==> config.mk <==
export PLATFORM = sky130hd
export DESIGN_NAME = sdram_port_arbiter
export DESIGN_NICKNAME = d
export VERILOG_FILES = /design/src/rtl/sdram_port_arbiter.sv
export SDC_FILE = /design/constraint.sdc
export NUM_CORES = 1
export LEC_CHECK = 0
export BUFFER_PORTS_ARGS = -buffer_cell sky130_fd_sc_hd__buf_2
export CAP_MARGIN = 40
export CORE_AREA = 2 2 123 125
export DETAILED_ROUTE_END_ITERATION = 6
export DIE_AREA = 0 0 125 127
export PLACE_DENSITY_LB_ADDON = 0.25
export SETUP_SLACK_MARGIN = 0.15
export SYNTH_ARGS = -nofsm -noshare
export SYNTH_HDL_FRONTEND = slang
export SYNTH_SLANG_ARGS = --single-unit
export TNS_END_PERCENT = 10
==> constraint.sdc <==
create_clock -name clk_i -period 7.58 [get_ports clk_i]
set_clock_uncertainty 0.05 [all_clocks]
set_input_delay 0.379 -clock clk_i [delete_from_list [all_inputs] [get_ports clk_i]]
set_output_delay 0.379 -clock clk_i [all_outputs]
set_load 0.02 [all_outputs]
==> src/rtl/sdram_port_arbiter.sv <==
// Two-master arbiter in front of the SDRAM controller inport, with an in-order tag FIFO for ack routing.
// Define SDRAM_ARB_RR_EN for round-robin tie-break; otherwise m0 wins ties (fixed priority).
module sdram_port_arbiter #(
  parameter int unsigned OUTSTANDING = 4
) (
  input  logic        clk_i,
  input  logic        rst_i,
  input  logic [3:0]  m0_wr_i,
  input  logic        m0_rd_i,
  input  logic [31:0] m0_addr_i,
  input  logic [31:0] m0_write_data_i,
  output logic        m0_accept_o,
  output logic        m0_ack_o,
  output logic [31:0] m0_read_data_o,
  input  logic [3:0]  m1_wr_i,
  input  logic        m1_rd_i,
  input  logic [31:0] m1_addr_i,
  input  logic [31:0] m1_write_data_i,
  output logic        m1_accept_o,
  output logic        m1_ack_o,
  output logic [31:0] m1_read_data_o,
  output logic [3:0]  inport_wr_o,
  output logic        inport_rd_o,
  output logic [31:0] inport_addr_o,
  output logic [31:0] inport_write_data_o,
  input  logic        inport_accept_i,
  input  logic        inport_ack_i,
  input  logic [31:0] inport_read_data_i,
  output logic        err_o
);

  localparam int unsigned CW = $clog2(OUTSTANDING + 1);
  localparam int unsigned PW = $clog2(OUTSTANDING);

  typedef enum logic {UNLOCKED = 1'b0, LOCKED = 1'b1} state_t;

  state_t                 state_q, state_d;
  logic                   owner_q, owner_d;
  logic [OUTSTANDING-1:0] tags_q, tags_d;
  logic [PW-1:0]          wr_ptr_q, wr_ptr_d;
  logic [PW-1:0]          rd_ptr_q, rd_ptr_d;
  logic [CW-1:0]          count_q, count_d;
  logic                   err_q, err_d;
`ifdef SDRAM_ARB_RR_EN
  logic                   last_q, last_d;
`endif

  logic req0, req1, winner, win_valid, full, empty, fwd, accept, pop, head;

  assign req0  = m0_rd_i | (|m0_wr_i);
  assign req1  = m1_rd_i | (|m1_wr_i);
  assign full  = (count_q == CW'(OUTSTANDING));
  assign empty = (count_q == '0);
  assign head  = tags_q[rd_ptr_q];

  always_comb begin
    winner    = 1'b0;
    win_valid = 1'b0;
    if (state_q == LOCKED) begin
      winner    = owner_q;
      win_valid = owner_q ? req1 : req0;
    end else if (req0 && req1) begin
`ifdef SDRAM_ARB_RR_EN
      winner = ~last_q;
`else
      winner = 1'b0;
`endif
      win_valid = 1'b1;
    end else if (req1) begin
      winner    = 1'b1;
      win_valid = 1'b1;
    end else if (req0) begin
      win_valid = 1'b1;
    end
  end

  // Gating with rst_i keeps inport quiet for the whole asynchronous reset pulse.
  assign fwd    = win_valid & ~full & ~rst_i;
  assign accept = inport_accept_i & fwd;
  assign pop    = inport_ack_i & ~empty;

  always_comb begin
    inport_rd_o         = 1'b0;
    inport_wr_o         = '0;
    inport_addr_o       = '0;
    inport_write_data_o = '0;
    if (fwd) begin
      if (winner) begin
        inport_rd_o         = m1_rd_i;
        inport_wr_o         = m1_wr_i;
        inport_addr_o       = m1_addr_i;
        inport_write_data_o = m1_write_data_i;
      end else begin
        inport_rd_o         = m0_rd_i;
        inport_wr_o         = m0_wr_i;
        inport_addr_o       = m0_addr_i;
        inport_write_data_o = m0_write_data_i;
      end
    end
  end

  assign m0_accept_o    = accept & ~winner;
  assign m1_accept_o    = accept & winner;
  assign m0_ack_o       = pop & ~head;
  assign m1_ack_o       = pop & head;
  assign m0_read_data_o = inport_read_data_i;
  assign m1_read_data_o = inport_read_data_i;
  assign err_o          = err_q;

  // While full nothing is forwarded, so the lock state simply holds.
  always_comb begin
    state_d = state_q;
    owner_d = owner_q;
    case (state_q)
      UNLOCKED: begin
        if (fwd && !inport_accept_i) begin
          state_d = LOCKED;
          owner_d = winner;
        end
      end
      LOCKED: begin
        if (accept) state_d = UNLOCKED;
      end
      default: state_d = UNLOCKED;
    endcase
  end

  always_comb begin
    tags_d = tags_q;
    if (accept) tags_d[wr_ptr_q] = winner;
    wr_ptr_d = wr_ptr_q + PW'(accept);
    rd_ptr_d = rd_ptr_q + PW'(pop);
    count_d  = count_q + CW'(accept) - CW'(pop);
    err_d    = err_q | (inport_ack_i & empty) | (inport_accept_i & ~fwd);
  end

`ifdef SDRAM_ARB_RR_EN
  always_comb begin
    last_d = last_q;
    if (accept) last_d = winner;
  end
`endif

  always_ff @(posedge clk_i or posedge rst_i) begin
    if (rst_i) begin
      state_q  <= UNLOCKED;
      owner_q  <= 1'b0;
      tags_q   <= '0;
      wr_ptr_q <= '0;
      rd_ptr_q <= '0;
      count_q  <= '0;
      err_q    <= 1'b0;
    end else begin
      state_q  <= state_d;
      owner_q  <= owner_d;
      tags_q   <= tags_d;
      wr_ptr_q <= wr_ptr_d;
      rd_ptr_q <= rd_ptr_d;
      count_q  <= count_d;
      err_q    <= err_d;
    end
  end

`ifdef SDRAM_ARB_RR_EN
  always_ff @(posedge clk_i or posedge rst_i) begin
    if (rst_i) last_q <= 1'b1;
    else       last_q <= last_d;
  end
`endif

endmodule

# Word level (Yosys, flattened, before mapping)
# Cells that the tools add are included.
# Widths: inputs -> output; s select.
totals:
  output_inout_bits: 138
  register_bits: 14
classes:
  bitwise: 21
  reduce_logical: 8
  eq_ne: 1
  n_addsub: 4
  n_lt_le_gt_ge: 3
  muxes: 24
ops:
  columns: ["operator", "count"]
  rows:
  - ["$mux 32", 4]
  - ["$mux 1", 14]
  - ["$and 1x1->1", 10]
  - ["$mux 4", 2]
  - ["$reduce_or 4->1", 2]
  - ["$not 1->1", 7]
  - ["$lt 2x3->1 const B", 2]
  - ["$add 2x1->2", 2]
  - ["$bwmux 4", 1]
  - ["$or 1x1->1", 4]
  - ["$add 3x1->3", 1]
  - ["$eq 3x3->1 const B", 1]
  - ["$logic_and 1x1->1", 3]
  - ["$logic_not 3->1", 1]
  - ["$sub 3x1->3", 1]
  - ["$bmux 1 s2", 1]
  - ["$demux 1 s2", 1]
  - ["$ge 2x1->1 const B", 1]
  - ["$pmux 1 s2", 1]
  - ["$reduce_and 2->1", 1]
  - ["$logic_not 1->1", 1]

# Longest topological paths before layout
# Gate-level depths: netlist of run 1.
depth:
  depth_word: 11
  mapped_depth: 12

# Worst setup path before layout of run 1
# Ideal clock, no wire load.
synth_timing:
  path_kind: "register to register"
  from: "register (tool-made name)"
  to: "register count_q[2]"
  setup_time_ns: 0.125
  required_ns: 7.405
  synth_period_minus_slack_ns: 2.727
  path_slack_ns: 4.853
  arrival_time_ns: 2.552
  stages_incl_launch_ff: 13
  path_cell_list: "dfrtp_1 > and2_1 > clkbuf_1 > buf_2 > a32oi_4 > nand4_1 > ha_1 > inv_1 > ha_1 > inv_1 > fa_1 > xnor2_1 > xnor2_1"
synth_lines:
  columns: ["item", "line_no", "text"]
  rows:
  - ["to (signal assigned)", "159", "count_q <= count_d;"]
  - ["to (decl)", "42", "logic [CW-1:0] count_q, count_d;"]

==> results.md, run 1 <==
* Switching portion of total power at 54.4%
* I/O Buffers at 215
* Int Power at 430 uW
* FF+latch count, synth at 14
* Max cap viols at 0
* Area Growth Syn to Fin at 32.4%
* H-tree level count at 1
* Ys flop type: dfrtp_1
* Fin cells at 690
* Final min period at 3590 ps
* Post-DP HPWL at 8.79 mm
* Largest net degree at the start of global routing at 72
* Clk pin slew, worst setup/hold paths at 40 ps
* Syn Area/Cell at 6.59 um2
* Lkg Pwr at 0.00171 uW
* Reg area at 350 um2
* Post-layout instance area at 3330 um2
* Top sig layer: met4
* Clk buf depth at 2
* Drt initial violations at 204
* Cell Area, Synth at 2520 um2
* Hold Vio Cnt, Final at 0
* DRT met1 WL at 4.82 mm
* Worst-Margin Slew at 839 ps
* Core area at 14400 um2
* Final wirelength at 11.3 mm
* Layout net count at 685
* Placed cell areas at 3250 um2
* Avg Vias per Cell at 4.66
* CTS Hold Bufs at 0
* Worst hold-check path type: in2async
* Library cells used by synthesis at 37
* Clock latency on the worst-skew pair at 240 ps
* Comb power frac at 74.8%
* Rel. slew slack at 44.1%
* Die Footprint at 15900 um2
* CP max FO at 71
* Vias at 3218
* Net Count, Synth at 561
* Die X at 125 um
* Initial Util at 17.4%
* Sequential element share of the synthesized area at 13.9%
* Setup Fix Bufs, Post-CTS at 0
* CTS root buf: clkbuf_16
* Power Total at 943 uW
* Row count at 44
* Net Sw Power at 514 uW
* Avg WL per Cell at 16.4 um
* Congestion Overflow GR at 0
* Met2 Routed Length at 5.26 mm
* RSZ-0062 raised after global routing: false
* Post-route setup TNS at 0 ps
* Pre-Repair DR Iteration Count at 4
* Met3 wire len at 844 um
* Mapped Cells at 382
* Number of global-route vias before repair at 3151
* Fillcell total at 1701
* CP arrival at 3160 ps
* Die height at 127 um
* CTS tree: built
* I/O pins at 312
* # DRC at 0
* Clock power frac at 10.3%
* Startpoint Class: flop
* Setup violators final at 0
* Worst vdd ir at 130 uV
* Min Hold Slack at 154 ps
* FMAX at 0.279 GHz
* Tot GR Track Use at 13.2%
* Routed Antenna Nets at 0
* Placed cells at 685
* R2r worst-path depth at 11
* Seq pwr share at 14.9%
* Antenna violations before repair at 1
* Pwr Density at 283 nW/um2
* Sink Count at 14
* CP Class: reg2out
* Final period utilization at 47.3%
* WP data required at 7150 ps
* Ys async rst share at 100%
* Layout cell share with drive strength beyond 1 at 46.8%
* CTS resizes at 0
* TritonCTS Buffers at 3
* First-pass GRT wire length at 17.2 mm
* GPL Wtd Cong at 0.795
* Warnings, synthesis at 0
* Status: finished clean
* Area of the multi-input gates at 1510 um2
* Endpoint type of the worst setup path: output port
* Post-synth EDFFs at 0
* Slew Limit Fails at 0
## registers in the layout, indices dropped and copies added (netlist names), named ones only
signal / flops
owner_q: 1
err_o: 1
wr_ptr_q: 2
count_q: 3
rd_ptr_q: 2
tags_q: 4
## Yosys cell counts, types with 3 or more instances
cell type | count | area, um2
dfrtp_1 | 14 | 350
o21ai_1 | 3 | 15.0
mux2_2 | 4 | 45.0
ha_1 | 4 | 50.1
buf_4 | 65 | 488
buf_2 | 15 | 75.1
a21oi_1 | 71 | 355
nand4_1 | 6 | 37.5
clkbuf_1 | 19 | 71.3
nand3_1 | 68 | 340
nor2_1 | 7 | 26.3
nand2_1 | 5 | 18.8
inv_1 | 7 | 26.3
o21ai_0 | 66 | 330
nor3_1 | 3 | 15.0
## worst paths after layout
| path | slack, ps | to |
|---|---|---|
| hold reg to reg | 430 | rd_ptr_q[1]$_DFF_PP0_ |
| setup / recovery | 3990 | inport_addr_o[19] |
| setup reg to reg | 4320 | count_q[2]$_DFF_PP0_ |
| min in group clk_i | 340 | err_o$_DFF_PP0_ |
| max in group asynchronous | 6960 | tags_q[3]$_DFFE_PP0P_ |
| hold / removal | 150 | count_q[0]$_DFF_PP0_ |
## per-stage QoR
stage          worst slack, ps  utilization, %
2_1_floorplan             4850               -
3_3_place_gp              4190            22.2
3_5_place_dp              4220            22.5
4_1_cts                   3970            23.1
5_1_grt                   3700            23.1
6_report                  3990            23.1
## routing by layer
layer  GRT usage, %  vias up
li1               -     1548
met1           17.0     1470
met2           22.0      164
met3           2.81       36
met4           4.18        0
met5              0        -
## power by group through the flow
stage,Clock (uW),Combinational [uW],Sequential [uW]
after global placement,0,688,140
after CTS,99.0,715,141
final,97.1,706,141
after floorplan,0,532,133
after detailed placement,0,714,142
after global routing,102,783,148
## critical path: stages (launching register included)
cell and delay (ps):
dfrtp_1 420, and2_2 460, buf_16 280, a32oi_4 340, nand3_4 650, a21oi_1 490, buf_2 240
## final cells by class
cell class	instances	share of cell area, %
Timing Repair Buffer	219	34.2
Clock buffer	3	2.25
Sequential cell	14	10.5
Inverter	7	0.789
Multi-Input combinational cell	261	45.2
Antenna cell	2	0.150
Tap cell	184	6.91
## cell usage in the layout, fill, tap and decap left out, types with 2 or more instances in the layout
cell	count
buf_2	215
a21oi_1	71
nand3_1	68
o21ai_0	66
dfrtp_1	14
nor2_1	7
inv_1	7
nand4_1	6
nand2_1	4
mux2_2	4
ha_1	4
nor3_1	3
o21ai_1	3
clkbuf_16	3
diode_2	2
nand2_2	2
a31oi_1	2
xor2_1	2
xnor2_1	2
buf_4	2
## kinds of logic (layout without fill, tap and decap cells)
| logic type | count (synthesis) | in the layout | synth area share [%] |
|---|---|---|---|
| and+or+nand+nor | 100 | 100 | 21.2 |
| adders and majority gates | 5 | 5 | 2.78 |
| muxes | 5 | 5 | 2.69 |
| DFF | 14 | 14 | 13.9 |
| AOI/OAI and AO/OA | 147 | 147 | 31.3 |
| buffers and inverters | 107 | 229 | 26.7 |
| xor gates and xnor gates | 4 | 4 | 1.39 |
| other | 0 | 2 | 0 |
Power figures use the tool's default switching activity.
==> run 2, diff against run 1 <==
- CORE_AREA: 2 2 123 125 -> 2 2 121 123
- DIE_AREA: 0 0 125 127 -> 0 0 123 125
- clock period: 7.58 -> 3.6 ns (I/O delays scaled with it)
==> run 2 against run 1 <==
Compared with the run above: global-route usage shrank 0.46 points; critical path type unchanged; critical endpoint is now inport_write_data_o[13]; core utilization up 0.56 points; worst setup slack worse by 3100 ps; via count grew 0.75%.
==> results.md, run 2 (synthesis results as in run 1) <==
* Top reg by flops: tags_q
* Post-route setup TNS at 0 ps (unchanged)
* Clk pin slew, worst setup/hold paths at 50 ps (about the same)
* Final wirelength at 10.9 mm (-3.8%)
* Drt initial violations at 192 (-5.9%)
* Area Growth Syn to Fin at 33.6%
* Routed Antenna Nets at 0 (unchanged)
* Die height at 125 um (-1.6%)
* CP arrival at 2500 ps (-660 ps)
* Final min period at 2730 ps
* First-pass GRT wire length at 15.9 mm (-7.9%)
* Row count at 44 (unchanged)
* Worst vdd ir at 345 uV (+170%)
* CP Class: reg2out
* Avg Vias per Cell at 4.67 (+0.17%)
* I/O Buffers at 215 (unchanged)
* Ant diodes at 0 (-2)
* Commonest non-fill, non-tap cell in the layout: buf_2
* Die Footprint at 15400 um2 (-3.1%)
* Comb power frac at 74.1% (-0.7 points)
* Crit-path cells: nor3_1 -> o211a_4 -> o21ai_0 -> a21oi_1 -> buf_2
* I/O pins at 312 (unchanged)
* Clock latency on the worst-skew pair at 240 ps (about the same)
* Vias at 3242 (+0.75%)
* Layout net count at 690 (+0.73%)
* Final period utilization at 75.9%
* CTS tree: built
* Sink Count at 14 (unchanged)
* Rel. slew slack at 55.4% (+11 points)
* WP data required at 3370 ps (-3780 ps)
* Worst-Margin Slew at 668 ps (-171 ps)
* Switching portion of total power at 53.5% (-0.94 points)
* Hold Vio Cnt, Final at 0 (unchanged)
* Die X at 123 um (-1.6%)
* RSZ-0062 raised after global routing: false
* Int Power at 939 uW (+120%)
* Most frequent cells in the layout: buf_2, a21oi_1, nand3_1, o21ai_0, dfrtp_1
* Fin cells at 694 (+0.58%)
* GPL Wtd Cong at 0.816 (+2.6%)
* Core area at 14200 um2 (-1.5%)
* CP max FO at 69 (-2.8%)
* Pre-Repair DR Iteration Count at 6 (+2)
* # DRC at 0 (unchanged)
* TritonCTS Buffers at 3 (unchanged)
* Post-DP HPWL at 8.49 mm (-3.4%)
* Endpoint type of the worst setup path: output port
* Seq pwr share at 14.7% (-0.2 points)
* Pwr Density at 601 nW/um2 (+110%)
* Slew Limit Fails at 0 (unchanged)
* Startpoint Class: flop
* Max cap viols at 0 (unchanged)
* Min Hold Slack at 149 ps (-4.54 ps)
* WP buf/inv at 1 (-1)
* Initial Util at 17.7% (+0.27 points)
* Worst path slowest cell: o211a_4
* H-tree level count at 1 (unchanged)
* Number of global-route vias before repair at 2982 (-5.4%)
* CTS root buf: clkbuf_16
* Lkg Pwr at 0.00173 uW (+1.3%)
* CP peak stage delay at 690 ps (+40 ps)
* Largest net degree at the start of global routing at 70 (-2.8%)
* Layout Utilization at 23.7% (+0.56 points)
* Congestion Overflow GR at 0 (unchanged)
* Largest regs: tags_q: 4 flops, count_q: 3 flops
* Setup violators final at 0 (unchanged)
* FMAX at 0.366 GHz
* Clock power frac at 11.2% (+0.9 points)
* Placed cells at 689 (+0.58%)
* Avg WL per Cell at 15.7 um (-4.4%)
* Antenna violations before repair at 1 (unchanged)
* Layout cell share with drive strength beyond 1 at 47.3% (+0.43 points)
* Max reg flops at 4 (unchanged)
* Net Sw Power at 1080 uW (+110%)
* Tot GR Track Use at 12.7% (-0.46 points)
* CP top delay family: compound AO/OA/AOI/OAI gates
* Worst hold-check path type: in2reg
* Clk buf depth at 2 (unchanged)
* CTS resizes at 0 (unchanged)
* Status: finished clean
==> run 2: cell types whose count changed in the layout (fill, tap and decap cells not counted), sizes merged <==
cell,before,now
buf,219,223
clkbuf,3,4
diode,2,0
dlygate4sd3,0,1
==> run 2: through the flow <==
| step | setup WS (ps) | total power, uW | area [um2] |
|---|---|---|---|
| after CTS | 890 | 2030 | 3360 |
| after detailed placement | 748 | 1800 | 3260 |
| final | 866 | 2020 | 3360 |
| after global routing | 684 | 2190 | 3360 |
| after global placement | 822 | 1760 | 3240 |
| after floorplan | 873 | 1400 | 2520 |
==> run 2: timing repair <==
action	4_1_cts	5_1_grt
hold buffers	1	0
hold endpoints to repair	14	0
buffers inserted	0	0
==> run 2: cell type report <==
cell class | instances | area [um2]
fillers | 1646 | 10800
multi-input cells | 261 | 1510
repair buffers | 224 | 1160
flip-flops and latches | 14 | 350
well taps | 184 | 230
clock buffers | 4 | 88.8
inverters | 7 | 26.3
==> run 2: power groups by stage <==
stage	Combinational, uW	Sequential (uW)	Clock, uW
floorplan	1120	281	0
global placement	1470	295	0
detailed placement	1500	298	0
CTS	1500	297	232
global route	1640	308	239
finish	1500	297	227
==> run 2: worst paths after layout <==
check	from	endpoint	slack [ps]	cells after the start
worst min register to register	rd_ptr_q[1]$_DFF_PP0_	rd_ptr_q[1]$_DFF_PP0_	430	1
max in group asynchronous	rst_i	asynchronous set/reset pin	2630	3
min in group asynchronous	rst_i	count_q[2]$_DFF_PP0_	510	3
worst min-delay path	inport_ack_i	err_o$_DFF_PP0_	150	2
worst max register to register	flop	count_q[2]$_DFF_PP0_	930	10
worst max-delay path	flop	inport_write_data_o[13]	870	5
==> run 2: layer usage <==
metal  up-vias  track usage (%)  routed length [um]
li1       1557                -                   -
met1      1502             16.1                4390
met2       159             22.5                5410
met3        22             1.87                 850
met4         2             2.81                 201
met5         -                0                  12
==> run 3, diff against run 2 <==
- clock period: 3.6 -> 2.82 ns (I/O delays scaled with it)
==> run 3 against run 2 <==
Compared with the run above: worst setup slack lost 570 ps; flip-flop and latch count unchanged; non-clock buffer count increased by 5; largest power group unchanged; highest routed layer is now met4.
==> results.md, run 3 (synthesis results as in run 1) <==
* Status: finished clean
* Endpoint type of the worst setup path: output port
* Die Footprint at 15400 um2 (unchanged)
* Layout net count at 696 (+0.87%)
* Startpoint Class: flop
* Sink Count at 14 (unchanged)
* GPL Wtd Cong at 0.817 (about the same)
* Lkg Pwr at 0.00175 uW (+1.3%)
* Post-route setup TNS at 0 ps (unchanged)
* Largest regs: tags_q: 4 flops, count_q: 3 flops
* Power Total at 2530 uW (+25%)
* RSZ-0062 raised after global routing: true
* Hold Vio Cnt, Final at 0 (unchanged)
* Pwr Density at 743 nW/um2 (+24%)
* Pre-Repair DR Iteration Count at 4 (-2)
* Ant diodes at 0 (unchanged)
* WHS Path Cells at 2 (unchanged)
* Clk pin slew, worst setup/hold paths at 40 ps (about the same)
* Largest net degree at the start of global routing at 70 (unchanged)
* I/O Buffers at 215 (unchanged)
* Layout Utilization at 23.9% (+0.27 points)
* CP max FO at 28 (-59%)
* FMAX at 0.397 GHz
* Final period utilization at 89.4%
* Worst vdd ir at 438 uV (+27%)
* Antenna violations before repair at 0 (-1)
* Placed cells at 694 (+0.73%)
* Final min period at 2520 ps
* R2r worst-path depth at 10 (unchanged)
* Worst hold-check path type: in2reg
* Met2 Routed Length at 5.43 mm (+0.31%)
* Row count at 44 (unchanged)
* Top reg by flops: tags_q
* # DRC at 0 (unchanged)
* Top sig layer: met4
* Avg WL per Cell at 15.4 um (-1.4%)
* Final wirelength at 10.8 mm (-0.65%)
* End of the worst hold path: err_o$_DFF_PP0_
* Slew Limit Fails at 0 (unchanged)
* Routed Antenna Nets at 0 (unchanged)
* I/O pins at 312 (unchanged)
* CTS root buf: clkbuf_16
* Initial Util at 17.7% (unchanged)
* CTS tree: built
* Commonest non-fill, non-tap cell in the layout: buf_2
* CP arrival at 2330 ps (-170 ps)
* Max reg flops at 4 (unchanged)
* Congestion Overflow GR at 0 (unchanged)
* DRT met1 WL at 4.20 mm (-4.5%)
* First-pass GRT wire length at 16.1 mm (+1.6%)
* Clock latency on the worst-skew pair at 240 ps (about the same)
* Met3 wire len at 881 um (+3.6%)
* Clk buf depth at 2 (unchanged)
* Core area at 14200 um2 (unchanged)
* Post-DP HPWL at 8.24 mm (-3.0%)
* Max cap viols at 0 (unchanged)
* HP Start: inport_ack_i
* Setup violators final at 0 (unchanged)
* Rel. slew slack at 52.0% (-3.4 points)
* Vias at 3263 (+0.65%)
* Die height at 125 um (unchanged)
* CP Class: reg2out
* Die X at 123 um (unchanged)
* Reg2Reg Setup Slack at 310 ps (-620 ps)
* Drt initial violations at 175 (-8.9%)
* TritonCTS Buffers at 3 (unchanged)
* Tot GR Track Use at 12.9% (+0.26 points)
* Worst-Margin Slew at 718 ps (+49.2 ps)
* Reg-to-Reg Start: owner_q$_DFFE_PP0P_
* Most frequent cells in the layout: buf_2, a21oi_1, nand3_1, o21ai_0, dfrtp_1
* Number of global-route vias before repair at 3084 (+3.4%)
* Reg2Reg Capture Point: count_q[2]$_DFF_PP0_
* Fin cells at 699 (+0.72%)
* Layout cell share with drive strength beyond 1 at 48.0% (+0.71 points)
* H-tree level count at 1 (unchanged)
* Avg Vias per Cell at 4.67 (about the same)
* WP data required at 2630 ps (-740 ps)
* Area Growth Syn to Fin at 35.1%
-- run 3: changes by cell type in the layout (fill, tap and decap cells not counted), sizes merged --
cell,previous run,this run
buf,223,228
o211a,1,2
clkbuf,4,3
-- run 3: final cells by class --
| cell class | instances | area [um2] |
|---|---|---|
| well taps | 184 | 230 |
| fillers | 1657 | 10800 |
| clock buffers | 3 | 75.1 |
| flip-flops and latches | 14 | 350 |
| repair buffers | 229 | 1200 |
| multi-input cells | 262 | 1520 |
| inverters | 7 | 26.3 |
-- run 3: timing repair --
item | CTS | global route
hold buffers | 1 | 0
endpoints found under the hold margin | 14 | 0
endpoints found under the setup margin | 4 | 6
gates cloned | 1 | 0
gates resized for setup | 1 | 0
setup buffers | 0 | 0
pin swaps | 1 | 0
-- run 3: worst max path at each step --
| stage | startpoint | to | cells after the start |
|---|---|---|---|
| floorplan | flop | count_q[2]$_DFF_PP0_ | 12 |
| global placement | owner_q$_DFFE_PP0P_ | count_q[2]$_DFF_PP0_ | 10 |
| detailed placement | owner_q$_DFFE_PP0P_ | count_q[2]$_DFF_PP0_ | 10 |
| CTS | flop | inport_addr_o[30] | 6 |
| global route | flop | inport_write_data_o[11] | 6 |
| finish | flop | inport_write_data_o[11] | 6 |
-- run 3: metrics by stage --
step / hold WS, ps / worst slack, ps / cell area, um2
global placement: 179 / 382 / 3300
global route: 120 / 119 / 3400
finish: 114 / 299 / 3400
detailed placement: 193 / 288 / 3300
floorplan: -19.8 / 164 / 2520
CTS: 117 / 218 / 3400
-- run 3: power by group --
group / internal, uW / switching (uW) / leakage [uW]
logic: 684 / 1200 / 0.00155
clock network: 185 / 78.2 / 0.0000370
registers: 296 / 82.7 / 0.000165
total: 1170 / 1360 / 0.00175
-- run 3: critical path: stages, from the launching register on --
cell,delay [ps]
dfrtp_1,430
nor3_2,470
o211a_4,380
buf_4,300
o21ai_0,130
a21oi_1,180
buf_2,180
-- run 3: layer usage --
| metal | GRT usage, % | vias up |
|---|---|---|
| met4 | 3.81 | 0 |
| met2 | 23.0 | 150 |
| li1 | - | 1572 |
| met5 | 0 | - |
| met3 | 1.73 | 37 |
| met1 | 16.1 | 1504 |
